**config.mk**
```make
export PLATFORM = sky130hd
export DESIGN_NAME = pdm_playback
export DESIGN_NICKNAME = d
export VERILOG_FILES = /design/src/rtl/pdm_pkg.sv /design/src/rtl/pdm_sigma_delta.sv /design/src/rtl/pdm_playback.sv
export SDC_FILE = /design/constraint.sdc
export NUM_CORES = 1
export LEC_CHECK = 0
export ABC_AREA = 0
export ABC_CLOCK_PERIOD_IN_PS = 18700
export CORE_MARGIN = 4
export CORE_UTILIZATION = 70
export CTS_BUF_LIST = sky130_fd_sc_hd__clkbuf_4 sky130_fd_sc_hd__clkbuf_8
export CTS_CLUSTER_DIAMETER = 60
export DETAILED_ROUTE_END_ITERATION = 8
export DONT_BUFFER_PORTS = 1
export PLACE_DENSITY = 0.86
export SLEW_MARGIN = 20
export SYNTH_ARGS = -nofsm -noshare
export SYNTH_HDL_FRONTEND = slang
export SYNTH_SLANG_ARGS = --single-unit
```
**constraint.sdc**
```tcl
create_clock -name clk -period 18.7 [get_ports clk]
set_input_delay 0.935 -clock clk [delete_from_list [all_inputs] [get_ports clk]]
set_output_delay 0.935 -clock clk [all_outputs]
set_load 0.01 [all_outputs]
```
**src/rtl/pdm_pkg.sv**
```systemverilog
// Shared types, full-scale constant and saturation helper for the PDM playback path.
package pdm_pkg;

    localparam int DATA_WIDTH = 16;
    localparam int ACC_WIDTH  = 24;

    typedef logic signed [DATA_WIDTH-1:0] pcm_sample_t;
    typedef logic signed [ACC_WIDTH-1:0]  pdm_acc_t;
    typedef logic signed [ACC_WIDTH+1:0]  pdm_wide_t;

    localparam pdm_acc_t PDM_FS = pdm_acc_t'(2 ** (DATA_WIDTH - 1));

    // Two guard bits are enough for acc + sample - feedback; clamp back to ACC_WIDTH.
    function automatic pdm_acc_t saturate(input pdm_wide_t value);
        logic [2:0] top;
        top = value[ACC_WIDTH+1:ACC_WIDTH-1];
        if (top == 3'b000 || top == 3'b111) begin
            return pdm_acc_t'(value[ACC_WIDTH-1:0]);
        end else if (value[ACC_WIDTH+1]) begin
            return pdm_acc_t'({1'b1, {(ACC_WIDTH-1){1'b0}}});
        end else begin
            return pdm_acc_t'({1'b0, {(ACC_WIDTH-1){1'b1}}});
        end
    endfunction

endpackage

```
**src/rtl/pdm_sigma_delta.sv**
```systemverilog
// Second-order sigma-delta modulator: one step per strobe, registered 1-bit output.
module pdm_sigma_delta
    import pdm_pkg::*;
(
    input  logic                  clk,
    input  logic                  rst,
    input  logic                  step,
    input  logic                  clear,
    input  logic [DATA_WIDTH-1:0] x,
    output logic                  pdm_bit
);

    pdm_acc_t  i1;
    pdm_acc_t  i2;
    pdm_acc_t  i1_next;
    pdm_acc_t  i2_next;
    pdm_wide_t fb;

    // Feedback is the previously emitted bit mapped to +/- full scale.
    always_comb begin
        fb      = pdm_bit ? pdm_wide_t'(PDM_FS) : -pdm_wide_t'(PDM_FS);
        i1_next = saturate(pdm_wide_t'(i1) + pdm_wide_t'($signed(x)) - fb);
        i2_next = saturate(pdm_wide_t'(i2) + pdm_wide_t'(i1_next) - fb);
    end

    always_ff @(posedge clk or posedge rst) begin
        if (rst) begin
            i1      <= '0;
            i2      <= '0;
            pdm_bit <= 1'b0;
        end else if (clear) begin
            i1      <= '0;
            i2      <= '0;
            pdm_bit <= 1'b0;
        end else if (step) begin
            i1      <= i1_next;
            i2      <= i2_next;
            pdm_bit <= ~i2_next[ACC_WIDTH-1];
        end
    end

endmodule

```
**src/rtl/pdm_playback.sv**
```systemverilog
// PCM-to-PDM playback: clock divider, frame counter, one-entry holding register,
// underrun tracking and the sigma-delta modulator driving an external PDM amplifier.
module pdm_playback
    import pdm_pkg::*;
#(
    parameter int CLK_DIV           = 50,
    parameter int OVERSAMPLE_FACTOR = 64
) (
    input  logic                  clk,
    input  logic                  rst,
    input  logic                  enable,
    input  logic [DATA_WIDTH-1:0] pcm_in,
    input  logic                  pcm_valid,
    output logic                  pcm_ready,
    output logic                  pdm_clk,
    output logic                  pdm_data,
    output logic                  underrun,
    output logic [15:0]           underrun_count,
    output logic                  active
);

    localparam int HALF  = CLK_DIV / 2;
    localparam int DIV_W = $clog2(CLK_DIV);
    localparam int BIT_W = (OVERSAMPLE_FACTOR > 1) ? $clog2(OVERSAMPLE_FACTOR) : 1;

    localparam logic [DIV_W-1:0] DIV_LAST = DIV_W'(CLK_DIV - 1);
    localparam logic [DIV_W-1:0] DIV_HALF = DIV_W'(HALF);
    localparam logic [DIV_W-1:0] TICK_AT  = DIV_W'(HALF - 1);
    localparam logic [BIT_W-1:0] BIT_LAST = BIT_W'(OVERSAMPLE_FACTOR - 1);

    logic [DIV_W-1:0]      div_cnt;
    logic [DIV_W-1:0]      div_next;
    logic [BIT_W-1:0]      bit_cnt;
    logic                  bit_tick;
    logic                  frame_tick;
    logic                  accept;
    logic                  full;
    logic                  first_frame;
    logic [DATA_WIDTH-1:0] hold;
    logic [DATA_WIDTH-1:0] current;

    assign bit_tick   = active && (div_cnt == TICK_AT);
    assign frame_tick = bit_tick && (bit_cnt == BIT_LAST);
    assign accept     = pcm_valid && pcm_ready;
    assign div_next   = (!active || div_cnt == DIV_LAST) ? '0 : div_cnt + DIV_W'(1);

    // The first active cycle parks the divider at 0 so every enable starts a fresh PDM period.
    always_ff @(posedge clk or posedge rst) begin
        if (rst) begin
            active  <= 1'b0;
            div_cnt <= '0;
            bit_cnt <= '0;
            pdm_clk <= 1'b0;
        end else if (!enable) begin
            active  <= 1'b0;
            div_cnt <= '0;
            bit_cnt <= '0;
            pdm_clk <= 1'b0;
        end else begin
            active  <= 1'b1;
            div_cnt <= div_next;
            pdm_clk <= (div_next < DIV_HALF);
            if (bit_tick) begin
                bit_cnt <= (bit_cnt == BIT_LAST) ? '0 : bit_cnt + BIT_W'(1);
            end
        end
    end

    // pcm_ready is low only while full, so an accept never coincides with a full register.
    always_ff @(posedge clk or posedge rst) begin
        if (rst) begin
            full           <= 1'b0;
            pcm_ready      <= 1'b1;
            hold           <= '0;
            current        <= '0;
            underrun       <= 1'b0;
            underrun_count <= '0;
            first_frame    <= 1'b1;
        end else if (!enable) begin
            full        <= 1'b0;
            pcm_ready   <= 1'b1;
            current     <= '0;
            underrun    <= 1'b0;
            first_frame <= 1'b1;
        end else begin
            underrun <= 1'b0;
            if (frame_tick) begin
                first_frame <= 1'b0;
                if (full) begin
                    current   <= hold;
                    full      <= 1'b0;
                    pcm_ready <= 1'b1;
                end else if (accept) begin
                    current <= pcm_in;
                end else begin
                    current <= '0;
                    if (!first_frame) begin
                        underrun <= 1'b1;
                        if (underrun_count != 16'hFFFF) begin
                            underrun_count <= underrun_count + 16'd1;
                        end
                    end
                end
            end else if (accept) begin
                hold      <= pcm_in;
                full      <= 1'b1;
                pcm_ready <= 1'b0;
            end
        end
    end

    pdm_sigma_delta u_modulator (
        .clk     (clk),
        .rst     (rst),
        .step    (bit_tick),
        .clear   (!enable),
        .x       (current),
        .pdm_bit (pdm_data)
    );

endmodule

```
After elaboration in Yosys (flattened, before gate mapping)
Cells that the tools add are included.
- word-level logic and storage cells: 85
- register bits after elaboration: 115
- bits of input ports: 20
- output and inout bits: 21
- mux-type cells: 36
- reduce and logical (&&, ||, !) cells: 12
- add/sub/neg operators: 7
- $lt $le $gt $ge: 1
- bitwise operators: 5
- equal/unequal tests: 10
- operators by type and width (kind ; number):
    24-bit two-way mux ; 8
    16-bit two-way mux ; 4
    26-bit subtractor ; 2
    6-bit two-way mux ; 5
    26-bit two-way mux ; 1
    24-bit by 16-bit adder with 25-bit output ; 1
    24-bit by 24-bit adder with 25-bit output ; 1
    1-bit two-way mux ; 18
    16-bit by 1-bit adder with 16-bit output (second input constant) ; 1
    16-bit != test (second input constant) ; 1
    6-bit by 1-bit adder with 6-bit output (second input constant) ; 2
    6-bit == test (second input constant) ; 2
    3-bit == test (second input constant) ; 2
    6-bit by 5-bit == test with 1-bit output (second input constant) ; 1
    3-bit zero test ; 2
    6-bit by 5-bit < comparator with 1-bit output (second input constant) ; 1
    6-bit AND reduction ; 1
    1-bit inverter ; 5
    2-bit by 1-bit != test with 1-bit output (second input constant) ; 2
    1-bit logical AND ; 3
    1-bit logical OR ; 3
    3-bit by 1-bit != test with 1-bit output (second input constant) ; 1
    3-bit by 2-bit != test with 1-bit output (second input constant) ; 1
    3-bit AND reduction ; 1
    2 further kinds ; 2

Logic depth before layout (Yosys ltp)
Gate-level depths: netlist of the first run.
- depth after elaboration: 13
- depth in mapped cells: 43
- mapped depth without buffers: 41

By module
A second synthesis of the first run with hierarchy kept.
- cells, all modules: 1019
- area, all modules: 9120.0 µm²
- modules (own cells, without submodules) (module ; instances ; cells an instance ; area each (µm²) ; seq. area each (µm²)):
    pdm_sigma_delta ; 1 ; 732 ; 5794.3 ; 1226.2
    pdm_playback ; 1 ; 287 ; 3325.7 ; 1654.1

Worst setup path before layout of the first run
OpenSTA, ideal clock, no wires.
- path kind: flip-flop to flip-flop
- start: reg current[6]
- end: reg u_modulator.i2[0]
- setup time: 0.126 ns
- period minus slack after synthesis: 8.573 ns
- setup slack: 10.127 ns
- stages on the path, launching flop included: 41
- buffers on the path: 2
- arrival time: 8.447 ns
- path through: dfrtp_1 > ha_1 > a2111oi_2 > o21ai_1 > and4b_4 > o41a_1 > a21o_1 > a21oi_1 > xnor2_1 > ha_1 > buf_2 > a21o_1 > a221oi_2 > o21ai_1 > and2_4 > o31ai_4 > nor2_1 > mux2_4 > [5 not listed] > a31oi_1 > o31ai_4 > nand2b_1 > nand2_1 > o211a_1 > o21a_1 > xor2_1 > ha_1 > and2_1 > nand4_1 > or3_1 > or2_0 > mux2i_1 > nor2_1 > mux2i_1 > nand2_1 > buf_2 > a221o_1
- longest elaborated chain between the ends: 12
- elaborated cells between the ends (all ways): 16
- ends and longest elaborated chain (item ; RTL line ; text):
    start: declaration ; pdm_playback.sv:40 ; logic [DATA_WIDTH-1:0] current;
    start signal: assignment ; pdm_playback.sv:90 ; current <= hold;
    start signal: assignment ; pdm_playback.sv:94 ; current <= pcm_in;
    24-bit by 16-bit adder with 25-bit output (*) ; pdm_sigma_delta.sv:22 ; i1_next = saturate(pdm_wide_t'(i1) + pdm_wide_t'($signed(x)) - fb);
    26-bit subtractor (*) ; pdm_sigma_delta.sv:22 ;
    3-bit == test / 3-bit zero test (equally long branches) ; pdm_pkg.sv:17 ; if (top == 3'b000 || top == 3'b111) begin
    1-bit logical OR ; pdm_pkg.sv:17 ;
    24-bit two-way mux (*) ; pdm_pkg.sv:17 ;
    24-bit by 24-bit adder with 25-bit output (*) ; pdm_sigma_delta.sv:23 ; i2_next = saturate(pdm_wide_t'(i2) + pdm_wide_t'(i1_next) - fb);
    26-bit subtractor (*) ; pdm_sigma_delta.sv:23 ;
    3-bit == test / 3-bit zero test (equally long branches) ; pdm_pkg.sv:17 ;
    1-bit logical OR ; pdm_pkg.sv:17 ;
    24-bit two-way mux (*) ; pdm_pkg.sv:17 ;
    24-bit two-way mux (*) ; pdm_sigma_delta.sv:35 ; end else if (step) begin
    24-bit two-way mux (*) ; pdm_sigma_delta.sv:31 ; end else if (clear) begin
    end signal: assignment ; pdm_sigma_delta.sv:37 ; i2 <= i2_next;
    end: declaration ; pdm_sigma_delta.sv:14 ; pdm_acc_t i2;
Mark *: on every way between the ends. The rest lies on a longest branch, timed or not. The select of a mux whose other input is x is not followed.
A chain may end at the register's enable or synchronous reset.

Worst setup path in the final report of the first run
- start: reg current[0]
- end: reg u_modulator.i2[0]
The elaborated chain is that of the path after synthesis.

==> results.toml, run 1 <==
[run_status]
status = "finished, final reports clean"

[clock_tree]
clk_path_buf_depth = 2
htree_levels = 4
path_clk_slew_ps = 70
cts_buffers = 17
clockRootBuffer = "clkbuf_8"
clk-insertion-delay-late_ps = 450
postCtsResizedCells = 0
hold_buffers = 0
cts_sinks = 115
cts_tree = "built"
cts_post_setup_buffers_inserted = 0

[route]
wirelength_um = 20300
drtIter0Drc = 620
drtAntennaViolNets = 0
route.vias.total = 7157
first_pass_iters = 6
drc_errors = 0
wl_per_cell_um = 19.1
viasPerCell = 6.72

[synthesis]
syn_nets = 1014
synth-seq-cells = 115
seq_area_frac_synth_pct = 34.2
postSynthAreaPerCell_um2 = 9.19
yosys_warnings = 0
syn_area_mm2 = 0.00842
synthFlopType = "dfrtp_1"
synth-edff-count = 0
async_reset_ff_share_pct = 100
synth_cell_types = 72
syn-instance-count = 917

[layout]
mostFrequentLayoutCells = "dfrtp_1 (113), nand2_1 (88), ha_1 (73)"
regArea_mm2 = 0.00288
multiInputGateArea_mm2 = 0.00530
antenna_cells = 0
post-route-cell-area_mm2 = 0.00895
fin_cells = 1065
drive_gt1_share_pct = 10.4
flow.area_growth_from_synthesis_pct = 6.21
finalNetCount = 1006
fillers = 806
layout_commonest_cell = "dfrtp_1"

[global_routing]
antenna_found_initial = 0
grt_pass1_wl_um = 33700
grt_overflow = 0
grt_pass1_vias = 6947
grt_start_max_net_pins = 61
grt_use_total_pct = 29.3

[floorplan]
core_mm2 = 0.0116
dieArea_mm2 = 0.0139
num_rows = 39
initial_core_util_pct = 72.5
fp.dieH_um = 118
ioPinCount = 41
die_w_um = 118

[run]
drv_cap = 0

[worst_setup_path]
cpLargestDelayFamily = "compound AO/OA/AOI/OAI gates"
r2r-start = "current[0]"
critical_path_arrival_ps = 10640
critical_path.most_common_cell = "ha_1"
worstPathBufferInverterCount = 1
cpMaxStageDelayCell = "nand3_1"
path_max_fanout = 22
cpPeakStageDelay_ps = 550
criticalPathCategory = "reg -> reg"
cp-start-kind = "register"
cp.required_ps = 19030
crit_path_start = "current[0]"
endpoint_kind = "register"

[sta]
period_minus_slack_ps = 10310
hold_slack_ps = 467
drv_slew = 0
setup_tns_ps = 0
relSlewSlack_pct = 30.3
fmax_ghz = 0.0970
rsz0062_at_grt = "false"
worstMarginPinSlew_ps = 1040
hold_violations = 0
finalClockSkew_ps = 16.4
fin_crit_sh_pct = 55.1
setup_viol = 0

[placed_design]
io_buffers = 0
place_congestion = 0.868
hpwl_um = 14800
dp_cells = 1033
post_dp_cell_area_mm2 = 0.00850

[pwr]
combPwrFrac_pct = 4.0
swShare_pct = 24.1
p_clk_share_pct = 48.2
netSwitchingPower_uw = 132
p_per_area_mw_per_mm2 = 61.2
p_int_uw = 416
vdd_drop_max_mv = 0.0588
p_leak_uw = 0.00440
p_total_uw = 548
power_frac_seq_pct = 47.8

[min_path]
hp-class = "in -> async"
-- power by group through the flow --
stage | logic (uW) | registers (uW) | clock network [uW]
2_1_floorplan | 19.0 | 264 | 0
3_3_place_gp | 20.6 | 266 | 0
3_5_place_dp | 21.9 | 267 | 0
4_1_cts | 22.1 | 262 | 265
5_1_grt | 24.4 | 263 | 278
6_report | 21.7 | 262 | 264
-- cell usage after synthesis, drive strengths merged, types with 4 or more instances --
library cell	instances	share of area [%]
mux2	20	2.7
a21boi	5	0.45
buf	14	0.97
xnor2	40	4.2
o31a	4	0.42
fa	4	0.95
nand3	22	1.3
nor2b	8	0.59
mux2i	21	2.5
nor3b	6	0.53
nand2b	13	0.97
o21bai	4	0.36
o21a	7	0.62
and2	14	1.1
or3	10	0.80
inv	29	1.3
o311ai	4	0.42
dfrtp	113	34
and3	10	0.74
nand2	88	3.9
a21oi	54	3.2
nor2	72	3.2
clkbuf	17	0.76
nor3	42	3.7
nand4	10	0.74
a21o	21	1.9
o211ai	5	0.45
a31oi	8	0.59
a221o	21	2.5
xor2	28	2.9
o21ai	78	4.7
ha	73	11
-- metrics by stage --
stage / utilization [%] / setup WS, ps
after CTS: 77.0 / 8510
after global placement: 73.2 / 8750
after floorplan: - / 10130
after global routing: 77.0 / 7590
after detailed placement: 73.2 / 8570
final: 77.0 / 8390
-- kinds of logic (layout without fill, tap and decap cells) --
kind of cell	count (synthesis)	in the layout	synth area share, %
adder cells (fa/ha/maj)	77	77	11.8
buffers and inverters	60	65	3.01
AND/OR/NAND/NOR	308	308	18.8
AO/OA/AOI/OAI	248	248	19.9
multiplexers	41	41	5.26
flip-flops	115	115	34.2
XOR/XNOR	68	68	7.07
-- metal layers --
layer  track usage [%]  wire length (um)  vias up
met5                 0                 0        -
met2              48.6              9890      295
met3              5.33              1330       55
met4              10.5               534        0
met1              38.6              8580     3462
li1                  -                 -     3345
-- layout make-up --
cell class                 instances  area share [%]
multi-input combinational        742            59.3
sequential                       115            32.2
clock buffer                      18            2.77
clock inverter                    14            2.21
tap                              143            2.00
inverter                          29            1.24
timing repair buffer               4           0.336
-- registers in the layout, indices dropped and copies added (netlist names) --
| signal | cells |
|---|---|
| u_modulator.i1 | 24 |
| u_modulator.i2 | 24 |
| current | 16 |
| hold | 16 |
| underrun_count | 16 |
| bit_cnt | 6 |
| div_cnt | 6 |
| active | 1 |
| first_frame | 1 |
| full | 1 |
| pcm_ready | 1 |
| pdm_clk | 1 |
| u_modulator.pdm_bit | 1 |
| underrun | 1 |
-- worst paths after layout --
kind                                       to  slack [ps]  cells past startpoint
setup / recovery            u_modulator.i2[0]        8390                     40
hold / removal              underrun_count[3]         470                      1
setup reg to reg            u_modulator.i2[0]        8390                     40
hold reg to reg                   first_frame         490                      2
max in group asynchronous  u_modulator.i1[15]       17020                      2
min in group clk                  first_frame         490                      2
-- worst register-to-register path: cells and delay by family (launching register included) --
family / cells / cell delay (ps)
AOI/OAI and AO/OA: 15 / 4030
buffers and inverters: 1 / 70
and+or+nand+nor: 15 / 3660
xor gates and xnor gates: 1 / 90
muxes: 3 / 530
adders and majority gates: 5 / 1420
DFF: 1 / 390
(Power assumes the default switching activity.)
==> inputs of run 2 (changes only) <==
- ABC_AREA: 0 -> 1
- ABC_CLOCK_PERIOD_IN_PS: 18700 -> 9200
- CORE_UTILIZATION: 70 -> 61
- PLACE_DENSITY: 0.86 -> 0.8
- clock period: 18.7 -> 9.2 ns (I/O delays scaled with it)
==> run 2 against run 1 <==
Net effect:
- utilization fell by 9.9 points
- synthesized area up 6.1%
- cell area is 5.7% higher
- power up 100%
- global-route usage down 3.9 points
- synthesized cell count is 30% higher
- setup slack got worse by 7400 ps
- die area increased by 20%
- critical endpoint is now u_modulator.i2[19]
- largest cell class unchanged
==> results.toml, run 2 <==
[run_status]
status = "finished, final reports clean"

[layout]
reg.largest.list = "u_modulator.i1 x24, u_modulator.i2 x24"
layout_commonest_cell = "nand2_1"
final_util_pct = 67.1
finalNetCount = 1285
drive_gt1_share_pct = 10.0
mostFrequentLayoutCells = "nand2_1 (360), inv_1 (129), dfrtp_1 (113)"
antenna_cells = 0
fillers = 1205
flow.area_growth_from_synthesis_pct = 5.82

[synthesis]
synth_cell_types = 56
syn-instance-count = 1192
syn_nets = 1289
seq_area_frac_synth_pct = 32.2
yosys_warnings = 0
synth_common_cells = "nand2_1 (360), inv_1 (130), dfrtp_1 (113), nor2_1 (80), ha_1 (73)"
syn_area_mm2 = 0.00894
yosysTopAreaCell = "dfrtp_1"
async_reset_ff_share_pct = 100
postSynthAreaPerCell_um2 = 7.50
yosysMostFrequentCell = "nand2_1"
synth_area_leaders = "dfrtp_1 (32%), nand2_1 (15%), ha_1 (10%)"
synthFlopType = "dfrtp_1"
synth-seq-cells = 115
synth-edff-count = 0
synth_top_area_share_pct = 31.6

[worst_setup_path]
critical_path_arrival_ps = 8560
endpoint_kind = "register"
criticalPathCategory = "reg -> reg"
r2r-start = "current[0]"
cpPeakStageDelay_ps = 570
crit_path_start = "current[0]"
cp.required_ps = 9520
path_max_fanout = 23
cp-start-kind = "register"
critical_path.most_common_cell = "nand2_1"
cpMaxStageDelayCell = "nand2_1"
reg2reg_depth = 43

[floorplan]
num_rows = 43
core_mm2 = 0.0141
fp.dieH_um = 129
dieArea_mm2 = 0.0167
die_w_um = 129
initial_core_util_pct = 63.4
ioPinCount = 41

[global_routing]
grt_pass1_vias = 7587
grt_pass1_wl_um = 34700
grt_overflow = 0
grt_start_max_net_pins = 65
antenna_found_initial = 0
grt_use_total_pct = 25.4

[min_path]
hp-class = "in -> reg"
holdPathStages = 0
hold_start = "enable"

[route]
route.vias.total = 7653
drtAntennaViolNets = 0
wirelength_um = 19700
drtIter0Drc = 644
drc_errors = 0
first_pass_iters = 5
wl_per_cell_um = 14.3
viasPerCell = 5.55

[pwr]
p_leak_uw = 0.00538
netSwitchingPower_uw = 268
combPwrFrac_pct = 4.6
p_per_area_mw_per_mm2 = 116
vdd_drop_max_mv = 0.126
power_frac_seq_pct = 49.1
p_clk_share_pct = 46.3
swShare_pct = 24.4
p_int_uw = 829
p_total_uw = 1100

[sta]
fmax_ghz = 0.121
setup_tns_ps = 0
fin_crit_sh_pct = 89.6
finalClockSkew_ps = 12.9
period_minus_slack_ps = 8240
hold_violations = 0
hold_slack_ps = 41.6
worstMarginPinSlew_ps = 813
rsz0062_at_grt = "false"
drv_slew = 0
setup_viol = 0
relSlewSlack_pct = 45.8

[placed_design]
place_congestion = 0.887
io_buffers = 0
hpwl_um = 14700

[clock_tree]
clockRootBuffer = "clkbuf_8"
path_clk_slew_ps = 80
clk-insertion-delay-late_ps = 440
clk_path_buf_depth = 2
cts_sinks = 115
cts_tree = "built"
htree_levels = 4
cts_buffers = 17
cts_post_setup_buffers_inserted = 0

[run]
drv_cap = 0
==> run 2: changes by cell type in the layout (fill, tap and decap cells not counted), sizes merged, moves of 10 or more <==
cell    delta
nand2b    -13
inv      +109
mux2i     -21
xor2      +12
xnor2     -12
nand2    +284
a221o     -21
nand3     +67
o21ai     -39
o41ai     +10
nor3      -11
or3       -10
a21o      -17
==> run 2: final cells by class <==
cell class                 count  area, um^2  area share (%)
inverter                     142         536            5.66
sequential                   115        2880            30.5
tap                          180         225            2.38
timing repair buffer           5        40.0           0.423
clock inverter                11         153            1.61
clock buffer                  20         269            2.84
multi-input combinational    907        5360            56.6
==> run 2: metrics by stage <==
| step | setup WS [ps] | area [um^2] | cells |
|---|---|---|---|
| 3_3_place_gp | 1210 | 9020 | 1348 |
| 4_1_cts | 972 | 9450 | 1380 |
| 5_1_grt | 97.2 | 9460 | 1380 |
| 6_report | 959 | 9460 | 1380 |
| 2_1_floorplan | 2720 | 8940 | 1192 |
| 3_5_place_dp | 1050 | 9020 | 1348 |
==> run 2: power by group through the flow <==
stage	combinational (uW)	sequential, uW	clock, uW
after detailed placement	50.6	548	0
after global placement	48.9	547	0
after CTS	51.2	538	514
final	50.3	539	508
after floorplan	42.9	543	0
after global routing	58.2	541	536
==> run 2: kinds of logic after synthesis <==
logic type      Yosys count  synth area share (%)
simple gates            599                  30.1
buf+inv                 170                  8.02
compound gates          152                  10.5
flops                   115                  32.2
fa+ha+maj                77                  11.1
xor+xnor                 68                  6.66
mux                      11                  1.39
==> run 2: critical path, delay by kind of cell, from the launching register on <==
| kind | cells | cell delay (ps) |
|---|---|---|
| buffers and inverters | 3 | 190 |
| adder cells (fa/ha/maj) | 6 | 1880 |
| flip-flops | 1 | 360 |
| XOR/XNOR | 2 | 250 |
| AND/OR/NAND/NOR | 21 | 2880 |
| AO/OA/AOI/OAI | 11 | 2560 |
==> run 2: worst paths after layout <==
path | end | slack [ps]
worst max-delay path | u_modulator.i2[19] | 960
worst min-delay path | active | 40
worst max register to register | u_modulator.i2[19] | 960
worst min register to register | u_modulator.i1[4] | 490
max in group asynchronous | u_modulator.i2[22] | 7370
min in group asynchronous | u_modulator.i1[2] | 580
==> run 2: repair_timing <==
item,4_1_cts,5_1_grt
gates resized for setup,0,1
setup endpoints to repair,0,18
hold endpoints to repair,50,0
hold buffers,1,0
==> run 2: metal layers <==
layer  vias to the layer above  wire [um]  global-route usage [%]
met2                       196       9380                    42.6
met4                         0        461                    8.40
met3                        48        876                    5.07
met5                         -          0                       0
met1                      3528       9020                    33.3
li1                       3881          -                       -
==> inputs of run 3 (changes only) <==
==> constraint.sdc (replaced) <==
create_clock -name clk -period 9.2 [get_ports clk]
set_input_delay 1.84 -clock clk [delete_from_list [all_inputs] [get_ports clk]]
set_output_delay 1.84 -clock clk [all_outputs]
set_load 0.01 [all_outputs]
==> run 3 against run 2 <==
Net effect:
- cell count barely moved
- fmax is 0.39% higher
- via count decreased by 0.25%
- setup slack improved by 32 ps
- wire length about the same
- first-iteration DRC count decreased by 4.0%
- hold slack better by 450 ps
- register-to-register slack gained 30 ps
- critical path type unchanged
==> results.toml, run 3 (synthesis gave the netlist of run 2 again) <==
[worst_setup_path]
cp-start-kind = "register"
reg2reg_slack_ps = 990
r2r-start = "current[0]"
crit_path_start = "current[0]"
critical_path_arrival_ps = 8530
r2r-end = "u_modulator.i2[19]"
path_max_fanout = 23
criticalPathCategory = "reg -> reg"
cpMaxStageDelayCell = "nand2_1"
reg2reg_depth = 43
cpPeakStageDelay_ps = 580
worstSetupEndpoint = "u_modulator.i2[19]"
critical_path.most_common_cell = "nand2_1"
cp.required_ps = 9520
endpoint_kind = "register"

[clock_tree]
cts_buffers = 17
clockRootBuffer = "clkbuf_8"
cts_sinks = 115
clk-insertion-delay-late_ps = 440
clk_path_buf_depth = 2
hold_buffers = 0
htree_levels = 4
cts_tree = "built"
path_clk_slew_ps = 70

[floorplan]
core_mm2 = 0.0141
fp.dieH_um = 129
ioPinCount = 41
num_rows = 43
dieArea_mm2 = 0.0167
die_w_um = 129
initial_core_util_pct = 63.4

[layout]
finalNetCount = 1284
drive_gt1_share_pct = 10.0
multiInputGateArea_mm2 = 0.00536
flow.area_growth_from_synthesis_pct = 5.71
reg.largest.list = "u_modulator.i1 x24, u_modulator.i2 x24"
regArea_mm2 = 0.00288
layout_commonest_cell = "nand2_1"
fillers = 1209
mostFrequentLayoutCells = "nand2_1 (360), inv_1 (129), dfrtp_1 (113)"
antenna_cells = 0

[sta]
relSlewSlack_pct = 45.7
worstMarginPinSlew_ps = 814
hold_slack_ps = 489
period_minus_slack_ps = 8210
drv_slew = 0
setup_tns_ps = 0
rsz0062_at_grt = "false"
fmax_ghz = 0.122
fin_crit_sh_pct = 89.2
setup_viol = 0
hold_violations = 0
finalClockSkew_ps = 12.3

[pwr]
p_per_area_mw_per_mm2 = 116
p_leak_uw = 0.00537
vdd_drop_max_mv = 0.127

[global_routing]
grt_pass1_vias = 7579
grt_use_total_pct = 25.4
antenna_found_initial = 0
grt_overflow = 0
grt_pass1_wl_um = 34700
grt_start_max_net_pins = 65

[min_path]
hp-class = "reg -> reg"
hold_start = "u_modulator.i2[0]"

[route]
drc_errors = 0
drtAntennaViolNets = 0
viasPerCell = 5.54
drtIter0Drc = 618
first_pass_iters = 5
wl_per_cell_um = 14.3
wirelength_um = 19700
route.vias.total = 7634

[placed_design]
hpwl_um = 14700
io_buffers = 0
place_congestion = 0.887

[run]
drv_cap = 0

[run_status]
status = "finished, final reports clean"
## run 3: cell count changes in the layout (fill, tap and decap cells not counted)
cell,before,now
dlygate4sd3_1,1,0
## run 3: layout make-up
cell class	instances	share of cell area [%]
Inverter	142	5.67
Timing Repair Buffer	4	0.318
Clock inverter	11	1.62
Clock buffer	20	2.85
Sequential cell	115	30.5
Multi-Input combinational cell	907	56.7
Tap cell	180	2.38
## run 3: timing repair
item | 4_1_cts | 5_1_grt
resized for setup | 0 | 1
endpoints found under the setup margin | 0 | 18
setup buffers | 0 | 0
## run 3: stage by stage
step	setup WS, ps	utilization, %	power (uW)	cell area (um^2)	cells
after global placement	1210	64.0	595	9020	1348
final	991	67.0	1100	9450	1379
after CTS	972	67.0	1100	9440	1379
after global routing	97.2	67.0	1130	9450	1379
after detailed placement	1050	64.0	599	9020	1348
after floorplan	2720	-	585	8940	1192
## run 3: metal layers
metal	track usage [%]	up-vias	share of wire (%)
li1	-	3874	-
met1	33.2	3544	46
met2	42.6	177	48
met3	5.07	39	4.4
met4	8.40	0	2.1
met5	0	-	0
## run 3: worst min-delay path by stage
stage          slack (ps)  cells after the start           endpoint
3_3_place_gp          470                      2  u_modulator.i1[0]
4_1_cts               490                      2  u_modulator.i1[9]
2_1_floorplan         450                      2        current[10]
6_report              490                      2  u_modulator.i2[0]
5_1_grt               500                      2  u_modulator.i1[6]
3_5_place_dp          470                      2         current[7]
## run 3: power by group
group          total, uW  switching [uW]  internal (uW)
Sequential           539            13.5            525
Combinational       49.9            32.1           17.8
Clock                508             222            286
## run 3: worst max-delay path, delay by kind of cell, from the launching register on
kind / cells / cell delay [ps]
AND/OR/NAND/NOR: 21 / 2860
AO/OA/AOI/OAI: 11 / 2550
adder cells (fa/ha/maj): 6 / 1880
flip-flops: 1 / 360
XOR/XNOR: 2 / 250
buffers and inverters: 3 / 190
